File: src/rtl/uart_program_loader.sv
`default_nettype none
// ============================================================================
// Module  : uart_program_loader
// Brief   : 8N1 UART receiver that pairs bytes into 12-bit instruction-memory
//           writes. Optional macro LOADER_TIMEOUT_EN drops a stale half-word.
// Revision: 1.0 - initial release
// ============================================================================
module uart_program_loader #(
  parameter int         CLKS_PER_BIT = 10416,
  parameter int         DEPTH        = 8,
  parameter int         ADDR_W       = 3,
  parameter logic [3:0] MARKER       = 4'hA
) (
  input  logic              clk,
  input  logic              rst,
  input  logic              rx,
  input  logic              load_en,
  output logic              wr_en,
  output logic [ADDR_W-1:0] wr_addr,
  output logic [11:0]       wr_data,
  output logic              busy,
  output logic              done,
  output logic [ADDR_W:0]   count,
  output logic              frame_err,
  output logic              sync_err
);

  localparam int                BAUD_W    = $clog2(CLKS_PER_BIT);
  localparam logic [BAUD_W-1:0] BAUD_LAST = BAUD_W'(CLKS_PER_BIT - 1);
  localparam logic [BAUD_W-1:0] BAUD_HALF = BAUD_W'(CLKS_PER_BIT / 2 - 1);
  localparam logic [ADDR_W:0]   DEPTH_C   = (ADDR_W + 1)'(DEPTH);

  typedef enum logic [1:0] {
    S_IDLE  = 2'd0,
    S_START = 2'd1,
    S_DATA  = 2'd2,
    S_STOP  = 2'd3
  } state_t;

  state_t              state_q;
  logic                rx_meta_q, rx_sync_q, rx_prev_q;
  logic [BAUD_W-1:0]   baud_q;
  logic [2:0]          bit_idx_q;
  logic [7:0]          shift_q;
  logic [7:0]          low_q;
  logic                phase_q;
  logic                wr_en_q;
  logic [ADDR_W-1:0]   wr_addr_q;
  logic [11:0]         wr_data_q;
  logic                done_q;
  logic [ADDR_W:0]     count_q;
  logic                frame_err_q;
  logic                sync_err_q;

  logic                start_det;
  logic                timeout;
  logic [ADDR_W:0]     count_d;

  assign start_det = rx_prev_q & ~rx_sync_q;
  assign count_d   = count_q + 1'b1;

`ifdef LOADER_TIMEOUT_EN
  localparam int            TO_LIMIT = 20 * CLKS_PER_BIT;
  localparam int            TO_W     = $clog2(TO_LIMIT + 1);
  localparam logic [TO_W-1:0] TO_LAST = TO_W'(TO_LIMIT);

  logic [TO_W-1:0] to_cnt_q;

  assign timeout = (to_cnt_q == TO_LAST) && phase_q && (state_q == S_IDLE);

  // Only counts while a lone first byte waits in an idle receiver.
  always_ff @(posedge clk) begin
    if (rst || start_det || timeout || !phase_q || state_q != S_IDLE) begin
      to_cnt_q <= '0;
    end else begin
      to_cnt_q <= to_cnt_q + 1'b1;
    end
  end
`else
  assign timeout = 1'b0;
`endif

  always_ff @(posedge clk) begin
    if (rst) begin
      state_q     <= S_IDLE;
      rx_meta_q   <= 1'b1;
      rx_sync_q   <= 1'b1;
      rx_prev_q   <= 1'b1;
      baud_q      <= '0;
      bit_idx_q   <= '0;
      shift_q     <= '0;
      low_q       <= '0;
      phase_q     <= 1'b0;
      wr_en_q     <= 1'b0;
      wr_addr_q   <= '0;
      wr_data_q   <= '0;
      done_q      <= 1'b0;
      count_q     <= '0;
      frame_err_q <= 1'b0;
      sync_err_q  <= 1'b0;
    end else begin
      rx_meta_q <= rx;
      rx_sync_q <= rx_meta_q;
      rx_prev_q <= rx_sync_q;
      wr_en_q   <= 1'b0;

      case (state_q)
        S_IDLE: begin
          if (start_det && load_en && !done_q) begin
            state_q <= S_START;
            baud_q  <= '0;
          end
        end
        S_START: begin
          if (baud_q == BAUD_HALF) begin
            baud_q    <= '0;
            bit_idx_q <= '0;
            // A line back high at mid start bit is a glitch, not a frame.
            state_q   <= rx_sync_q ? S_IDLE : S_DATA;
          end else begin
            baud_q <= baud_q + 1'b1;
          end
        end
        S_DATA: begin
          if (baud_q == BAUD_LAST) begin
            baud_q    <= '0;
            shift_q   <= {rx_sync_q, shift_q[7:1]};
            bit_idx_q <= bit_idx_q + 3'd1;
            if (bit_idx_q == 3'd7) begin
              state_q <= S_STOP;
            end
          end else begin
            baud_q <= baud_q + 1'b1;
          end
        end
        S_STOP: begin
          if (baud_q == BAUD_LAST) begin
            baud_q  <= '0;
            state_q <= S_IDLE;
            if (!rx_sync_q) begin
              frame_err_q <= 1'b1;
            end else if (!phase_q) begin
              low_q   <= shift_q;
              phase_q <= 1'b1;
            end else begin
              phase_q <= 1'b0;
              if (shift_q[7:4] != MARKER) begin
                sync_err_q <= 1'b1;
              end else if (!done_q) begin
                wr_en_q   <= 1'b1;
                wr_addr_q <= count_q[ADDR_W-1:0];
                wr_data_q <= {shift_q[3:0], low_q};
                count_q   <= count_d;
                done_q    <= (count_d == DEPTH_C);
              end
            end
          end else begin
            baud_q <= baud_q + 1'b1;
          end
        end
        default: state_q <= S_IDLE;
      endcase

      if (timeout) begin
        phase_q    <= 1'b0;
        sync_err_q <= 1'b1;
      end
    end
  end

  assign wr_en     = wr_en_q;
  assign wr_addr   = wr_addr_q;
  assign wr_data   = wr_data_q;
  assign busy      = (state_q != S_IDLE) | phase_q;
  assign done      = done_q;
  assign count     = count_q;
  assign frame_err = frame_err_q;
  assign sync_err  = sync_err_q;

endmodule
`default_nettype wire

File: config.mk
export PLATFORM = sky130hd
export DESIGN_NAME = uart_program_loader
export DESIGN_NICKNAME = d
export VERILOG_FILES = /design/src/rtl/uart_program_loader.sv
export SDC_FILE = /design/constraint.sdc
export NUM_CORES = 1
export LEC_CHECK = 0
export BUFFER_PORTS_ARGS = -buffer_cell sky130_fd_sc_hd__buf_2
export CAP_MARGIN = 20
export CORE_MARGIN = 2
export CORE_UTILIZATION = 44
export DETAILED_ROUTE_END_ITERATION = 10
export PLACE_DENSITY = 0.71
export SYNTH_ARGS = -nofsm -noshare
export SYNTH_HDL_FRONTEND = slang
export SYNTH_SLANG_ARGS = --single-unit
export TNS_END_PERCENT = 100
File: constraint.sdc
create_clock -name clk -period 2.1 [get_ports clk]
set_input_delay 0.315 -clock clk [delete_from_list [all_inputs] [get_ports clk]]
set_output_delay 0.315 -clock clk [all_outputs]
set_load 0.05 [all_outputs]
Word-level counts from Yosys, hierarchy flattened
Cells that the tools add are included.

Register bits after elaboration: 62. Input port bits: 4. Output and inout bits: 24. Word-level logic and storage cells: 74.

Equal/unequal tests: 13. Reductions and logical operators: 17. Add/subtract/negate cells: 3. Bitwise logic cells: 8. Mux-type cells: 17.

Operators with widths (number): $mux 14 (3); $pmux 14 s3 (1); $reduce_and 5->1 (3); $add 14x1->14 const B (1); $eq 14x13->1 const B (1); $eq 14x14->1 const B (1); $mux 2 (6); $ne 2x2->1 const B (5); $reduce_and 3->1 (3); $pmux 2 s4 (1); $mux 3 (2); $not 1->1 (6); $pmux 3 s2 (1); $reduce_and 6->1 (1); $reduce_or 6->1 (1); $add 4x1->4 const B (1); $eq 2x2->1 const B (2); $eq 4x4->1 const B (1); $ne 4x4->1 const B (1); $reduce_and 4->1 (1); $reduce_bool 2->1 (2); $add 3x1->3 const B (1); $eq 3x3->1 const B (1); $mux 1 (3); 8 further kinds (9).

Longest topological paths before layout
Gate-level depths: netlist of the first run.

Depth after elaboration: 6. Gate-level depth with buffers: 8. Mapped depth without buffers: 6.

Least setup slack after synthesis of the first run
Ideal clock, no wire load.

Path type: reg2reg. From: register baud_q[0]. To: register low_q[0]. Setup slack: -0.036 ns. Arrival time: 2.008 ns. Stages on the path, launching flop included: 8. Path buffers: 1. Data required time: 1.972 ns. Cell sequence: dfxtp_1 -> ha_1 -> nand4_1 -> or4_1 -> buf_6 -> nor3_4 -> mux2i_1 -> nor2_1.

Word-level cells in the longest chain between the ends: 2.

Ends and longest elaborated chain: start: declaration (RTL line 42) `logic [BAUD_W-1:0] baud_q;`; start signal: assignment (RTL line 121) `baud_q <= baud_q + 1'b1;`; start signal: assignment (RTL line 133) `baud_q <= baud_q + 1'b1;`; start signal: assignment (RTL line 158) `baud_q <= baud_q + 1'b1;`; $eq 14x14->1 (RTL line 137) `if (baud_q == BAUD_LAST) begin`; $reduce_and 4->1 (no line); end signal: assignment (RTL line 143) `low_q <= shift_q;`; end: declaration (RTL line 45) `logic [7:0] low_q;`.

No other way between the ends. A chain may end at the register's enable or synchronous reset.

Worst setup path after layout of the first run
From: register baud_q[6]. To: register low_q[7].

The elaborated chain is that of the path after synthesis.

==> flow_summary.json, run 1 <==
{
  "synth_edf_count": 0,
  "drtPass1Iterations": 4,
  "coreArea_um2": 5890,
  "clkTransAtPathRegs_ns": 0.07,
  "syn_nets": 321,
  "fmax_mhz": 478,
  "hp-class": "input pin to flop",
  "status": "finished clean",
  "drive_above_1_share": 0.234,
  "avgSynthCellArea_um2": 8.57,
  "power_leakage_nw": 1.25,
  "synth_area_um2": 2670,
  "cts_root_buffer": "clkbuf_8",
  "yosysMostFrequentCell": "dfxtp_1",
  "yosysTopAreaCell": "dfxtp_1",
  "worstMarginPinSlew_ns": 0.367,
  "antenna_found_initial": 0,
  "clkSinkCount": 62,
  "gr-total-overflow": 0,
  "hold-worst-slack_ns": 0.151,
  "grt_pass1_vias": 2091,
  "r2r_slack_ns": 0.008,
  "cap_violations": 0,
  "ys.flop_type": "dfxtp_1",
  "yosysUniqueCellTypes": 46,
  "fp.dieH_um": 82.0,
  "io_buffers": 27,
  "max_stage_delay_ns": 0.51,
  "power_density_nw_per_um2": 713,
  "synth_warnings": 0,
  "num_antenna_cells": 0,
  "fin_nets": 367,
  "post_cts_buffers": 0,
  "ys_ff_latch": 62,
  "routedWlPerCell_um": 13.2,
  "end_kind": "flop",
  "ys_seq_area_frac": 0.464,
  "worst-setup-path-type": "flop to flop",
  "syn_inst": 312,
  "dp_hpwl_um": 3940,
  "ant_nets": 0,
  "num-fill-cells": 528,
  "synth_top_area_frac": 0.464,
  "slowest_stage": "or4_4",
  "grt_pass1_wl_um": 9440,
  "grt_max_degree": 25,
  "worstPathArrival_ns": 2.32,
  "cp-start-kind": "flop",
  "post-route-period-util": 0.996,
  "synthToLayoutAreaGrowth_pct": 21.9,
  "path_max_fanout": 8,
  "cts_buffers": 9,
  "peakVddDrop_mv": 0.390,
  "report.final.slew_viol_count": 0,
  "rows": 28,
  "drc": 0,
  "track_usage": 0.184,
  "die_area_um2": 6720,
  "period_needed_ns": 2.09,
  "num_vias": 2296,
  "cp_data_required_time_ns": 2.32,
  "die_x_um": 82.0,
  "slew_headroom": 0.753,
  "clk_latency_ns": 0.34,
  "cts_max_path_buffers": 2,
  "synth_common_cells": "dfxtp_1, nand2_1, nor2_1",
  "htreeDepth": 3,
  "setup_tns_ns": 0,
  "synthTopCellsByArea": "dfxtp_1, nand2_1, nor2_1",
  "setup_viol": 0,
  "cts_tree": "yes",
  "hold_viol": 0,
  "cp_cell_sequence": "or3b_4, or4_4, buf_6, nor3_4, buf_12, mux2i_1, nor2_1",
  "num_io_pins": 28,
  "via_per_inst": 5.24,
  "rsz0062_at_grt": "yes",
  "finalWirelength_um": 5770,
  "drt_first_iter_violations": 135,
  "finClkSkew_ns": 0.00890,
  "async_reset_ff_frac": 0,
  "gp_congestion": 0.782,
  "initial_core_util": 0.454
}
repair_timing:
item / CTS / global route
pin swaps: 2 / 3
cloned: 0 / 0
resized for setup: 2 / 6
endpoints found under the setup margin: 5 / 21
hold buffers: 0 / 0
critical path: cells and delay by family (launching register included):
family	cells	cell delay, ns
buf+inv	2	0.31
mux	1	0.21
simple gates	4	1.13
flops	1	0.33
layout make-up:
cell class | instances | area, µm² | area share
Inverter | 3 | 11.3 | 0.00346
Sequential cell | 62 | 1240 | 0.382
Multi-Input combinational cell | 228 | 1330 | 0.408
Timing Repair Buffer | 54 | 370 | 0.114
Tap cell | 75 | 93.8 | 0.0288
Clock inverter | 4 | 53.8 | 0.0165
Clock buffer | 12 | 155 | 0.0476
flip-flops by register name (all words and copies together) (netlist names), 3 cells and up, named ones only:
name,count
baud_q,14
wr_data,12
low_q,8
shift_q,8
count,4
bit_idx_q,3
wr_addr,3
logic make-up (layout without fill, tap and decap cells):
family	count (synthesis)	in the layout	share of synthesized area
adder cells (fa/ha/maj)	5	5	0.0234
AND/OR/NAND/NOR	149	149	0.273
flip-flops	62	62	0.464
AO/OA/AOI/OAI	51	51	0.113
multiplexers	13	13	0.0487
XOR/XNOR	10	10	0.0328
buffers and inverters	22	73	0.0449
worst paths after layout:
check | startpoint | to | cells after the start
setup / recovery | baud_q[6] | low_q[7] | 7
hold / removal | rx | rx_meta_q | 2
setup reg to reg | baud_q[6] | low_q[7] | 7
hold reg to reg | rx_meta_q | rx_sync_q | 1
stage by stage:
step | setup WS, ns | cell area [µm²] | utilization | std cells | power [W]
after global placement | 0.0384 | 3030 | 0.515 | 422 | 0.00126
after floorplan | 0.00323 | 2690 | - | 312 | 0.00125
final | 0.00756 | 3260 | 0.554 | 438 | 0.00232
after global routing | -0.0620 | 3260 | 0.554 | 438 | 0.00240
after CTS | -0.000856 | 3240 | 0.551 | 438 | 0.00235
after detailed placement | -0.00135 | 3030 | 0.515 | 422 | 0.00126
layout by cell type (no fill, tap or decap), types with 5 or more instances in the layout:
cell type	netlist	layout
nor2_1	37	36
a31oi_1	8	8
o21ai_0	8	8
a22oi_1	7	7
dfxtp_1	62	59
buf_2	2	27
nand3_1	13	13
xor2_1	8	8
nand2_1	55	55
clkbuf_8	0	11
mux2i_1	13	13
ha_1	5	5
a21oi_1	22	22
nor3_1	5	5
buf_4	1	23
nand2b_1	5	5
routing by layer:
metal | vias up | wire length [µm] | global-route usage
li1 | 1169 | - | -
met2 | 41 | 2700 | 0.290
met3 | 11 | 206 | 0.0374
met5 | - | 0 | 0
met4 | 0 | 130 | 0.103
met1 | 1075 | 2740 | 0.234
power breakdown:
part | switching, W | internal, W
clock | 0.000469 | 0.000617
combinational | 0.0000369 | 0.0000160
sequential | 0.00000410 | 0.00118
total | 0.000510 | 0.00181
Power figures use the tool's default switching activity.
==> run 2, diff against run 1 <==
--- a/config.mk
+++ b/config.mk
@@ -5,6 +5,7 @@
 export SDC_FILE = /design/constraint.sdc
 export NUM_CORES = 1
 export LEC_CHECK = 0
+export ABC_AREA = 1
 export BUFFER_PORTS_ARGS = -buffer_cell sky130_fd_sc_hd__buf_2
 export CAP_MARGIN = 20
 export CORE_MARGIN = 2
==> run 2 against run 1 <==
  * Count of clock-buffer cells in the layout is 2 lower
  * Synthesized cell count rose by 20%
  * Worst hold slack improved by 0.016 ns
  * Die area up 4.2%
  * Largest cell class unchanged
==> flow_summary.json, run 2 <==
{
  "peakVddDrop_mv": 0.438,
  "worstSetupStartpoint": "shift_q[7]",
  "grt_max_degree": 44,
  "regMostFlops": "baud_q",
  "synthTopCellsByArea": "dfxtp_1, nand2_1, a21oi_1",
  "yosysTopAreaCell": "dfxtp_1",
  "worst-setup-path-type": "flop to flop",
  "rows": 29,
  "hp-start": "rx",
  "report.final.slew_viol_count": 0,
  "synth_area_um2": 2790,
  "cp_cell_sequence": "nand4_1, nor3_2, buf_4, nand4_1, a21oi_1",
  "design_area_um2": 3180,
  "clkSinkCount": 62,
  "gp_congestion": 0.908,
  "ant_nets": 0,
  "fin_nets": 412,
  "routedWlPerCell_um": 12.8,
  "gr-total-overflow": 0,
  "ys_ff_latch": 62,
  "regToRegStartpoint": "shift_q[7]",
  "drtPass1Iterations": 4,
  "syn_inst": 375,
  "crit_cells": 5,
  "num_vias": 2550,
  "cts_hold_buffers": 0,
  "setup_viol": 0,
  "cts_buffers": 9,
  "fp.dieH_um": 83.7,
  "end_kind": "flop",
  "rr_worst_depth": 5,
  "drive_above_1_share": 0.163,
  "worstMarginPinSlew_ns": 0.432,
  "hold_viol": 0,
  "final_common_cell": "nand2_1",
  "cp-start-kind": "flop",
  "avgSynthCellArea_um2": 7.45,
  "synthSimpleGateAreaFrac": 0.319,
  "grt_pass1_wl_um": 10400,
  "finalPower_w": 0.00242,
  "largest_register_ffs": 14,
  "period_needed_ns": 1.66,
  "via_per_inst": 5.28,
  "hold_depth": 2,
  "synthToLayoutAreaGrowth_pct": 13.9,
  "setup_tns_ns": 0,
  "ctsResizeCount": 0,
  "initial_core_util": 0.447,
  "synth_edf_count": 0,
  "drc": 0,
  "path_buf_inv": 1,
  "synth_top_area_frac": 0.444,
  "crit_top_cell": "nand4_1",
  "finalWirelength_um": 6180,
  "synth_fa_ha_area_frac": 0.0224,
  "power_leakage_nw": 1.29,
  "cts_max_path_buffers": 2,
  "path_max_fanout": 16,
  "antenna_found_initial": 0,
  "status": "finished clean",
  "drt_first_iter_violations": 217,
  "synth_warnings": 0,
  "synth_xor_xnor_area_share": 0.0188,
  "power_density_nw_per_um2": 761,
  "post_cts_buffers": 0,
  "yosysUniqueCellTypes": 27,
  "slew_headroom": 0.710,
  "synth_compound_area_frac": 0.113,
  "critPathTopFamily": "simple AND/OR/NAND/NOR gates",
  "slowest_stage": "dfxtp_1",
  "clkTransAtPathRegs_ns": 0.07,
  "num_antenna_cells": 0,
  "synth_top_family_by_area": "simple AND/OR/NAND/NOR gates",
  "coreArea_um2": 6240,
  "ys.flop_type": "dfxtp_1",
  "synth_common_cells": "nand2_1, dfxtp_1, a21oi_1",
  "worstPathArrival_ns": 1.93,
  "track_usage": 0.181,
  "place_area_um2": 2970,
  "cap_violations": 0,
  "final_cell_mix": "nand2_1, dfxtp_1, a21oi_1, inv_1, nand4_1",
  "post-route-period-util": 0.790,
  "async_reset_ff_frac": 0,
  "cts_root_buffer": "clkbuf_8",
  "cts_tree": "yes",
  "hold-worst-slack_ns": 0.167,
  "syn_nets": 384,
  "rsz0062_at_grt": "no",
  "grt_pass1_vias": 2344,
  "max_stage_delay_ns": 0.38,
  "num_io_pins": 28,
  "die_x_um": 83.7,
  "htreeDepth": 3,
  "clk_latency_ns": 0.34,
  "cp_data_required_time_ns": 2.37,
  "io_buffers": 27,
  "hp-class": "input pin to flop",
  "finClkSkew_ns": 0.00824,
  "fmax_mhz": 602,
  "dp_hpwl_um": 4230,
  "muxShareOfSynthArea": 0,
  "yosysMostFrequentCell": "nand2_1",
  "ys_seq_area_frac": 0.444,
  "die_area_um2": 7000
}
-- run 2: cell count changes after synthesis, sizes merged, moves of 10 or more --
cell | previous run | this run
nor2 | 38 | 28
a21oi | 22 | 48
nand2 | 55 | 96
inv | 3 | 33
mux2i | 13 | 0
nand4 | 4 | 31
-- run 2: worst paths after layout --
check | to | slack (ns)
min reg2reg | rx_sync_q | 0.42
max reg2reg | wr_data[0] | 0.44
min | rx_meta_q | 0.17
max | wr_data[0] | 0.44
-- run 2: where the power goes --
group	switching [W]	internal (W)	leakage [nW]
clock network	0.000442	0.000685	0.104
logic	0.0000760	0.0000235	0.683
registers	0.00000933	0.00118	0.500
total	0.000527	0.00189	1.29
-- run 2: layer usage --
layer	vias up	global-route usage	routed length, µm
met5	-	0	0
li1	1308	-	-
met3	11	0.0297	261
met4	0	0.0821	119
met2	59	0.277	2760
met1	1172	0.250	3040
-- run 2: cell type report --
cell class              count  area (µm²)
clock inverters             4        72.6
clock buffers              10         138
flip-flops and latches     62        1240
inverters                  33         124
well taps                  77        96.3
multi-input cells         263        1320
repair buffers             34         188
fillers                   586        3060
-- run 2: cells by family after synthesis --
family          after synthesis
simple gates                190
buf+inv                      50
compound gates               62
xor+xnor                      6
flops                        62
fa+ha+maj                     5
-- run 2: stage by stage --
stage,cells,worst slack (ns),util
floorplan,375,0.589,-
global placement,469,0.478,0.476
detailed placement,469,0.427,0.476
CTS,483,0.426,0.510
global route,483,0.259,0.510
finish,483,0.440,0.510
